**src/rtl/riscv_fetch_pkg.sv**
```systemverilog
// Shared types and constants for the instruction-fetch stage.
package riscv_fetch_pkg;

    localparam int          XLEN       = 32;
    localparam logic [31:0] NOP_INSTR  = 32'h0000_0013;
    localparam int          SKID_DEPTH = 2;

    typedef struct packed {
        logic [31:0] pc;
        logic [31:0] instr;
    } fetch_entry_t;

    // Only 32-bit encodings (low bits 2'b11) are accepted by this core.
    function automatic logic is_illegal_encoding(input logic [31:0] instr);
        return instr[1:0] != 2'b11;
    endfunction

endpackage

```
**src/rtl/fetch_skid_fifo.sv**
```systemverilog
// Two-entry FIFO of fetch entries absorbing ROM returns while decode is stalled.
module fetch_skid_fifo
    import riscv_fetch_pkg::*;
(
    input  logic         CLK,
    input  logic         RESET,
    input  logic         clear,
    input  logic         push,
    input  logic         pop,
    input  fetch_entry_t push_entry,
    output fetch_entry_t head,
    output logic [1:0]   count,
    output logic         empty,
    output logic         full
);

    logic         rd_ptr_reg;
    logic         wr_ptr_reg;
    logic [1:0]   count_reg;
    fetch_entry_t slot_q [SKID_DEPTH];

    genvar gi;
    generate
        for (gi = 0; gi < SKID_DEPTH; gi++) begin : g_slot
            fetch_entry_t slot_reg;
            always_ff @(posedge CLK) begin
                if (push && (wr_ptr_reg == 1'(gi))) begin
                    slot_reg <= push_entry;
                end
            end
            assign slot_q[gi] = slot_reg;
        end
    endgenerate

    // A push and pop at count 2 is safe: the head is read before the slot is overwritten.
    always_ff @(posedge CLK) begin
        if (RESET || clear) begin
            rd_ptr_reg <= 1'b0;
            wr_ptr_reg <= 1'b0;
            count_reg  <= 2'd0;
        end else begin
            if (push) begin
                wr_ptr_reg <= ~wr_ptr_reg;
            end
            if (pop) begin
                rd_ptr_reg <= ~rd_ptr_reg;
            end
            count_reg <= count_reg + 2'(push) - 2'(pop);
        end
    end

    always_ff @(posedge CLK) begin
        if (!RESET && !clear && pop) begin
            assert (count_reg != 2'd0);
        end
    end

    assign head  = slot_q[rd_ptr_reg];
    assign count = count_reg;
    assign empty = (count_reg == 2'd0);
    assign full  = (count_reg == 2'd2);

endmodule

```
**src/rtl/fetch_stage.sv**
```systemverilog
// Instruction-fetch stage: ROM request issue, skid buffering and the IF/ID register.
// Optional build macro FETCH_ILLEGAL_CHECK_EN replaces non-32-bit encodings with a NOP.
module fetch_stage
    import riscv_fetch_pkg::*;
#(
    parameter int          XLEN      = riscv_fetch_pkg::XLEN,
    parameter logic [31:0] NOP_INSTR = riscv_fetch_pkg::NOP_INSTR
) (
    input  logic            CLK,
    input  logic            RESET,
    input  logic            ce,
    input  logic [XLEN-1:0] pc,
    input  logic            stall,
    input  logic            flush,
    output logic            rom_en,
    output logic [XLEN-1:0] rom_addr,
    input  logic [XLEN-1:0] rom_data,
    output logic            pc_hold,
    output logic [XLEN-1:0] if_id_instr,
    output logic [XLEN-1:0] if_id_pc,
    output logic [XLEN-1:0] if_id_pc4,
    output logic            if_id_valid,
    output logic            if_id_illegal
);

    logic         inflight_reg;
    logic [31:0]  req_pc_reg;
    logic [31:0]  instr_reg;
    logic [31:0]  pc_reg;
    logic [31:0]  pc4_reg;
    logic         valid_reg;
    logic         illegal_reg;

    logic [1:0]   skid_count;
    logic         skid_empty;
    logic         skid_full;
    logic         skid_push;
    logic         skid_pop;
    fetch_entry_t skid_head;
    fetch_entry_t arrive_entry;
    fetch_entry_t load_entry;
    logic         load_en;
    logic         load_illegal;
    logic [31:0]  load_instr;
    logic [2:0]   occupancy;
    logic         issue_ok;

    // Outstanding work includes the read whose data is returning this cycle.
    assign occupancy = {1'b0, skid_count} + {2'b00, inflight_reg};
    assign issue_ok  = !stall || (occupancy < 3'd2);
    assign rom_en    = ce && issue_ok && !flush && !RESET;
    assign pc_hold   = ce && !issue_ok && !flush && !RESET;
    assign rom_addr  = pc;

    assign arrive_entry = '{pc: req_pc_reg, instr: rom_data};
    assign skid_pop     = !flush && !stall && !skid_empty;
    assign skid_push    = !flush && inflight_reg && (stall || !skid_empty);
    assign load_en      = !flush && !stall && (!skid_empty || inflight_reg);
    assign load_entry   = skid_empty ? arrive_entry : skid_head;

`ifdef FETCH_ILLEGAL_CHECK_EN
    assign load_illegal = is_illegal_encoding(load_entry.instr);
`else
    assign load_illegal = 1'b0;
`endif
    assign load_instr = load_illegal ? NOP_INSTR : load_entry.instr;

    fetch_skid_fifo u_skid (
        .CLK        (CLK),
        .RESET      (RESET),
        .clear      (flush),
        .push       (skid_push),
        .pop        (skid_pop),
        .push_entry (arrive_entry),
        .head       (skid_head),
        .count      (skid_count),
        .empty      (skid_empty),
        .full       (skid_full)
    );

    always_ff @(posedge CLK) begin
        if (RESET) begin
            inflight_reg <= 1'b0;
            req_pc_reg   <= 32'd0;
            instr_reg    <= NOP_INSTR;
            pc_reg       <= 32'd0;
            pc4_reg      <= 32'd4;
            valid_reg    <= 1'b0;
            illegal_reg  <= 1'b0;
        end else begin
            inflight_reg <= rom_en;
            if (rom_en) begin
                req_pc_reg <= pc;
            end
            if (flush) begin
                instr_reg   <= NOP_INSTR;
                valid_reg   <= 1'b0;
                illegal_reg <= 1'b0;
            end else if (!stall) begin
                if (load_en) begin
                    instr_reg   <= load_instr;
                    pc_reg      <= load_entry.pc;
                    pc4_reg     <= load_entry.pc + 32'd4;
                    valid_reg   <= 1'b1;
                    illegal_reg <= load_illegal;
                end else begin
                    instr_reg   <= NOP_INSTR;
                    valid_reg   <= 1'b0;
                    illegal_reg <= 1'b0;
                end
            end
        end
    end

    // The issue rule must keep a stalled push away from a full skid.
    always_ff @(posedge CLK) begin
        if (!RESET && skid_push && !skid_pop) begin
            assert (!skid_full);
        end
    end

    assign if_id_instr   = instr_reg;
    assign if_id_pc      = pc_reg;
    assign if_id_pc4     = pc4_reg;
    assign if_id_valid   = valid_reg;
    assign if_id_illegal = illegal_reg;

endmodule

```
**config.mk**
```make
export PLATFORM = sky130hd
export DESIGN_NAME = fetch_stage
export DESIGN_NICKNAME = d
export VERILOG_FILES = /design/src/rtl/riscv_fetch_pkg.sv /design/src/rtl/fetch_skid_fifo.sv /design/src/rtl/fetch_stage.sv
export SDC_FILE = /design/constraint.sdc
export NUM_CORES = 1
export LEC_CHECK = 0
export BUFFER_PORTS_ARGS = -buffer_cell sky130_fd_sc_hd__buf_4
export CORE_MARGIN = 10
export CORE_UTILIZATION = 35
export CTS_CLUSTER_DIAMETER = 150
export DETAILED_ROUTE_END_ITERATION = 10
export PLACE_DENSITY_LB_ADDON = 0.12
export REMOVE_ABC_BUFFERS = 1
export SETUP_SLACK_MARGIN = 0.02
export SLEW_MARGIN = 15
export SYNTH_ARGS = -nofsm -noshare
export SYNTH_HDL_FRONTEND = slang
export SYNTH_SLANG_ARGS = --single-unit
```
**constraint.sdc**
```tcl
create_clock -name CLK -period 5.9 [get_ports CLK]
set_input_delay 1.18 -clock CLK [delete_from_list [all_inputs] [get_ports CLK]]
set_output_delay 1.18 -clock CLK [all_outputs]
set_load 0.05 [all_outputs]
```
=== Word-level counts from Yosys, hierarchy flattened ===
Index checks and enable logic that the tools add are counted.

* Muxes and demuxes: 6
* Equality and inequality tests: 0
* Reductions and logical operators: 25
* Shift-type cells: 0
* Order comparisons: 2
* Add/sub/neg operators: 4
* Divide/modulo/power cells: 0
* Bitwise gates (word level): 5
* Multiply operators: 0

{| class="wikitable"
|+ Operator list
! operator !! count
|-
| $mux W64 || 4
|-
| $add A32 B3 Y32 const B || 1
|-
| $mux W32 || 1
|-
| $logic_and A1 B1 Y1 || 13
|-
| $logic_not A1 Y1 || 5
|-
| $logic_or A1 B1 Y1 || 4
|-
| $not A1 Y1 || 4
|-
| $add A2 B1 Y3 || 1
|-
| $lt A3 B2 Y1 const B || 1
|-
| $reduce_and A3 Y1 || 1
|-
| $add A2 B1 Y2 || 1
|-
| $ge A2 B2 Y1 const B || 1
|-
| $logic_not A2 Y1 || 1
|-
| $not A1 Y2 || 1
|-
| $reduce_or A2 Y1 || 1
|-
| $sub A2 B1 Y2 || 1
|-
| $mux W1 || 1
|}

* Memory bits (read-only): 0
* Logic and storage cells: 55
* Output and inout port bits: 132
* Memories kept: 0
* Register bits: 262
* Latch bits: 0
* Bits in writable memories: 0
* Input bits: 69

=== Depth between registers and ports, before layout ===
* Depth after elaboration: 7
* Depth in mapped cells: 13

=== Cells and area by module ===
A second synthesis with hierarchy kept.

* Cells, all modules: 991
* Area, all modules: 11,340.9 µm²

{| class="wikitable"
|+ Modules (own cells, without submodules)
! module !! times used !! cells each !! area each (µm²) !! seq. area each (µm²)
|-
| fetch_stage || 1 || 773 || 6,297.3 || 2,562.5
|-
| fetch_skid_fifo || 1 || 218 || 5,043.6 || 3,923.8
|}

=== Worst setup path before layout ===
OpenSTA, ideal clock, no wires.

* Path type: input to register
* Start: input port stall
* End: register u_skid.g_slot[0].slot_reg[0] in the netlist's numbering, enable pin
* Data arrival time: 4.319 ns
* Path slack: 1.094 ns
* Cell stages on the path: 3
* Cells stage by stage: clkbuf_1 o21ai_0 nor2_1

* Word-level cells in the longest chain between the ends: 3

{| class="wikitable"
|+ RTL lines
! what !! line !! RTL
|-
| start: declaration || fetch_stage.sv:13 || <nowiki>input logic stall,</nowiki>
|-
| $logic_or A1 B1 Y1 || fetch_stage.sv:57 || <nowiki>assign skid_push = !flush && inflight_reg && (stall || !skid_empty);</nowiki>
|-
| $logic_and A1 B1 Y1 || fetch_stage.sv:57 ||
|-
| $logic_and A1 B1 Y1 || fetch_skid_fifo.sv:27 || <nowiki>if (push && (wr_ptr_reg == 1'(gi))) begin</nowiki>
|-
| end signal: assignment || fetch_skid_fifo.sv:28 || <nowiki>slot_reg <= push_entry;</nowiki>
|-
| end: declaration || fetch_skid_fifo.sv:25 || <nowiki>fetch_entry_t slot_reg;</nowiki>
|}

Every way passes these cells.
A chain may end at the register's enable or synchronous reset.

=== Worst setup path after layout ===
* Start: register u_skid.count_reg[1] (netlist: u_skid.count[1])
* End: register pc4_reg[28] (netlist: if_id_pc4[28])

* Word-level cells in the longest chain between the ends: 5
* Elaborated cells between the ends (all ways): 7
* Those cells by class: 1 x add/sub; 1 x mux; 5 x reduce/logical

{| class="wikitable"
|+ RTL lines
! what !! line !! RTL
|-
| start: declaration || fetch_skid_fifo.sv:19 || <nowiki>logic [1:0] count_reg;</nowiki>
|-
| start signal: assignment || fetch_skid_fifo.sv:48 || <nowiki>count_reg <= count_reg + 2'(push) - 2'(pop);</nowiki>
|-
| $logic_not A2 Y1 * || fetch_skid_fifo.sv:60 || <nowiki>assign empty = (count_reg == 2'd0);</nowiki>
|-
| branches (longest 4 deep; another with $add A32 B3 Y32) || n/a ||
|-
| end signal: assignment || fetch_stage.sv:103 || <nowiki>pc4_reg <= load_entry.pc + 32'd4;</nowiki>
|-
| end: declaration || fetch_stage.sv:30 || <nowiki>logic [31:0] pc4_reg;</nowiki>
|}

Every way passes the cells marked *.

==> flow_summary.toml <==
[placement]
portBuffers = 199
pre_cts_ws_ns = 1.99
placedInstanceArea_um2 = 12400
dp_hpwl_mm = 19.7
place.gp.congestion = 0.745
place_inst = 1501

[sta]
slew_violations = 0
skew_ns = 0.00722
hold_viol = 0
maxSlewHeadroom_pct = 41.2
fmax_ghz = 0.255
worstMarginPinSlew_ns = 0.882
rsz0062_at_grt = "no"
hold_ws_ns = 0.455
fin_setup_tns_ns = 0
finalSetupViolations = 0
timing.final.crit_period_ns = 3.92
period_share_pct = 66.4
setup_ws_ns = 1.98

[setup_path]
timing_worst_setup_path_type = "flop to flop"
worstPathMaxFanout = 69
required_ns = 6.35
cp-start-kind = "flop"
crit_end = "if_id_pc4[28]$_SDFFE_PP0P_"
reg2reg_from = "u_skid.count[1]$_SDFF_PP0_"
rr_worst_depth = 7
reg2reg_to = "if_id_pc4[28]$_SDFFE_PP0P_"
crit_start = "u_skid.count[1]$_SDFF_PP0_"
cp_data_arrival_time_ns = 4.37
regToRegSetupSlack_ns = 1.98
cp-end-kind = "flop"

[synth]
synthCells = 995
syn_area_um2 = 10800
synth.area.top_cells = "edfxtp_1 (35%), dfxtp_1 (24%), mux2i_1 (5.7%)"
synth-edff-count = 128
yosys.area.top_type = "edfxtp_1"
synth_top_area_share_pct = 35.4
synth_ff_type = "dfxtp_1"
yosysSeqAreaShare_pct = 59.8
synth.avg_cell_area_um2 = 10.9
async_flop_share_pct = 0
synth_cell_types = 54
yosys_warnings = 0
synth-seq-cells = 260

[power]
power_density_nw_per_um2 = 298
p_total_mw = 3.98
p_leak_nw = 4.64
peakVddDrop_v = 0.000173

[clock_network]
cts_max_level = 1
cts_buffers = 28
clock-sinks = 260
cts.clk_slew.worst_paths_ns = 0.06
cts_resized = 0
post_cts_buffers = 0
hold_buffers = 0
cts_buffer_depth = 3
clkLatencyLatePin_ns = 0.54
root_buffer = "clkbuf_16"
tritoncts = "done"

[drt]
vias = 7666
drt_iter0_drc = 359
dr.pass1.iters = 5
ant_nets = 0
avgRoutedWirePerCell_um = 18.9
drc = 0
vias_per_cell = 4.94
wirelength_mm = 29.4

[job]
maxCapViolations = 0

[floorplanning]
pin_count = 201
fp.dieH_um = 196
core_um2 = 30600
rows = 64
die_area_um2 = 38400
dieWidth_um = 196
start_util_pct = 35.5

[layout]
fin_nets = 1207
n_antenna_cell = 0
fin_area_um2 = 13400
n_fill_cell = 3015
final_util_pct = 43.7
drive_gt1_share_pct = 26.3
layoutNonFillerInstCount = 1553
largest_reg_flops = 128
final_cell_mix = "buf_4 (209), nand2_1 (162), dfxtp_1 (131), edfxtp_1 (128), a21oi_1 (106)"
final_common_cell = "buf_4"
areaGrowthSynthToFinish_pct = 23.3

[grt]
gr-max-usage-layer = "met2"
use_met2_pct = 23.3
grt_max_degree = 70
grt_pass1_vias = 7714
grt_pass1_wl_mm = 45.7
grt-ovfl-total = 0
antenna_found_initial = 0
use_met3_pct = 3.68
globalRouteTotalUtil_pct = 14.8
grt.met1_usage_pct = 20.3

[status]
outcome = "complete, no violations"

[hold_path]
hold_class = "flop to flop"
-- worst min-delay path by stage --
stage                                     startpoint                                 endpoint  slack, ns  cells past startpoint
final                       if_id_valid$_SDFFE_PP0N_                 if_id_valid$_SDFFE_PP0N_       0.46                      2
after global routing       if_id_pc[21]$_SDFFE_PP0P_                if_id_pc[21]$_SDFFE_PP0P_       0.48                      2
after CTS                   if_id_valid$_SDFFE_PP0N_                 if_id_valid$_SDFFE_PP0N_       0.46                      2
after detailed placement    if_id_valid$_SDFFE_PP0N_                 if_id_valid$_SDFFE_PP0N_       0.45                      2
after global placement     if_id_pc[24]$_SDFFE_PP0P_                if_id_pc[24]$_SDFFE_PP0P_       0.45                      2
after floorplan           req_pc_reg[6]$_SDFFE_PP0P_  u_skid.g_slot[0].slot_reg[38]$_DFFE_PP_       0.45                      0
-- cells in the mapped netlist, drive strengths merged (2+ instances only) --
cell type / instances
o211ai: 31
clkbuf: 48
buf: 51
nand2: 162
inv: 10
nor3: 16
nand2b: 3
or4: 7
a311oi: 12
a31o: 9
xnor2: 14
a21oi: 108
edfxtp: 128
nor2: 91
dfxtp: 132
nand4: 13
and4: 2
o31ai: 2
nor4: 6
o21ai: 6
ha: 3
a211oi: 12
or2: 3
o311ai: 2
nand4b: 2
mux2: 20
mux2i: 64
o22ai: 3
nor2b: 2
o21a: 2
xor2: 3
nand3b: 3
a21o: 5
nand3: 11
-- cell families (layout without fill, tap and decap cells) --
logic type                 Yosys count  count (layout)  synth area share, %
buffers and inverters              109             271                 5.42
AOI/OAI and AO/OA                  194             194                 11.1
DFF                                260             260                 59.8
adders and majority gates            3               3                0.346
and+or+nand+nor                    327             327                 13.8
other                                1               1               0.0346
muxes                               84              84                 8.09
xor gates and xnor gates            17              17                 1.37
-- cell type report --
| type | count | area (µm²) | share of cell area (%) |
|---|---|---|---|
| clock inverter | 12 | 114 | 0.851 |
| tap | 396 | 495 | 3.70 |
| timing repair buffer | 209 | 1570 | 11.7 |
| multi-input combinational | 626 | 3810 | 28.5 |
| clock buffer | 40 | 860 | 6.42 |
| inverter | 10 | 37.5 | 0.281 |
| sequential | 260 | 6490 | 48.5 |
-- worst max-delay path, stage by stage (launching register included) --
cell	delay, ns
dfxtp_1	0.59
or2_4	0.51
buf_4	0.76
mux2i_1	0.40
nor4_4	0.53
nand3_1	0.21
or4_1	0.51
a311oi_1	0.25
-- power breakdown --
part           leakage, nW  switching [mW]  total [mW]  internal (mW)
combinational         1.92           0.168       0.249         0.0810
sequential            2.24          0.0138        1.92           1.91
clock                0.483           0.709        1.81           1.10
total                 4.64           0.891        3.98           3.09
-- metal layers --
layer / wire, µm / share of wire [%]
met5: 0 / 0
met4: 315 / 1.1
met3: 1730 / 5.9
met2: 13400 / 46
met1: 13900 / 47
Note: power is estimated with default switching activity, not from simulation.
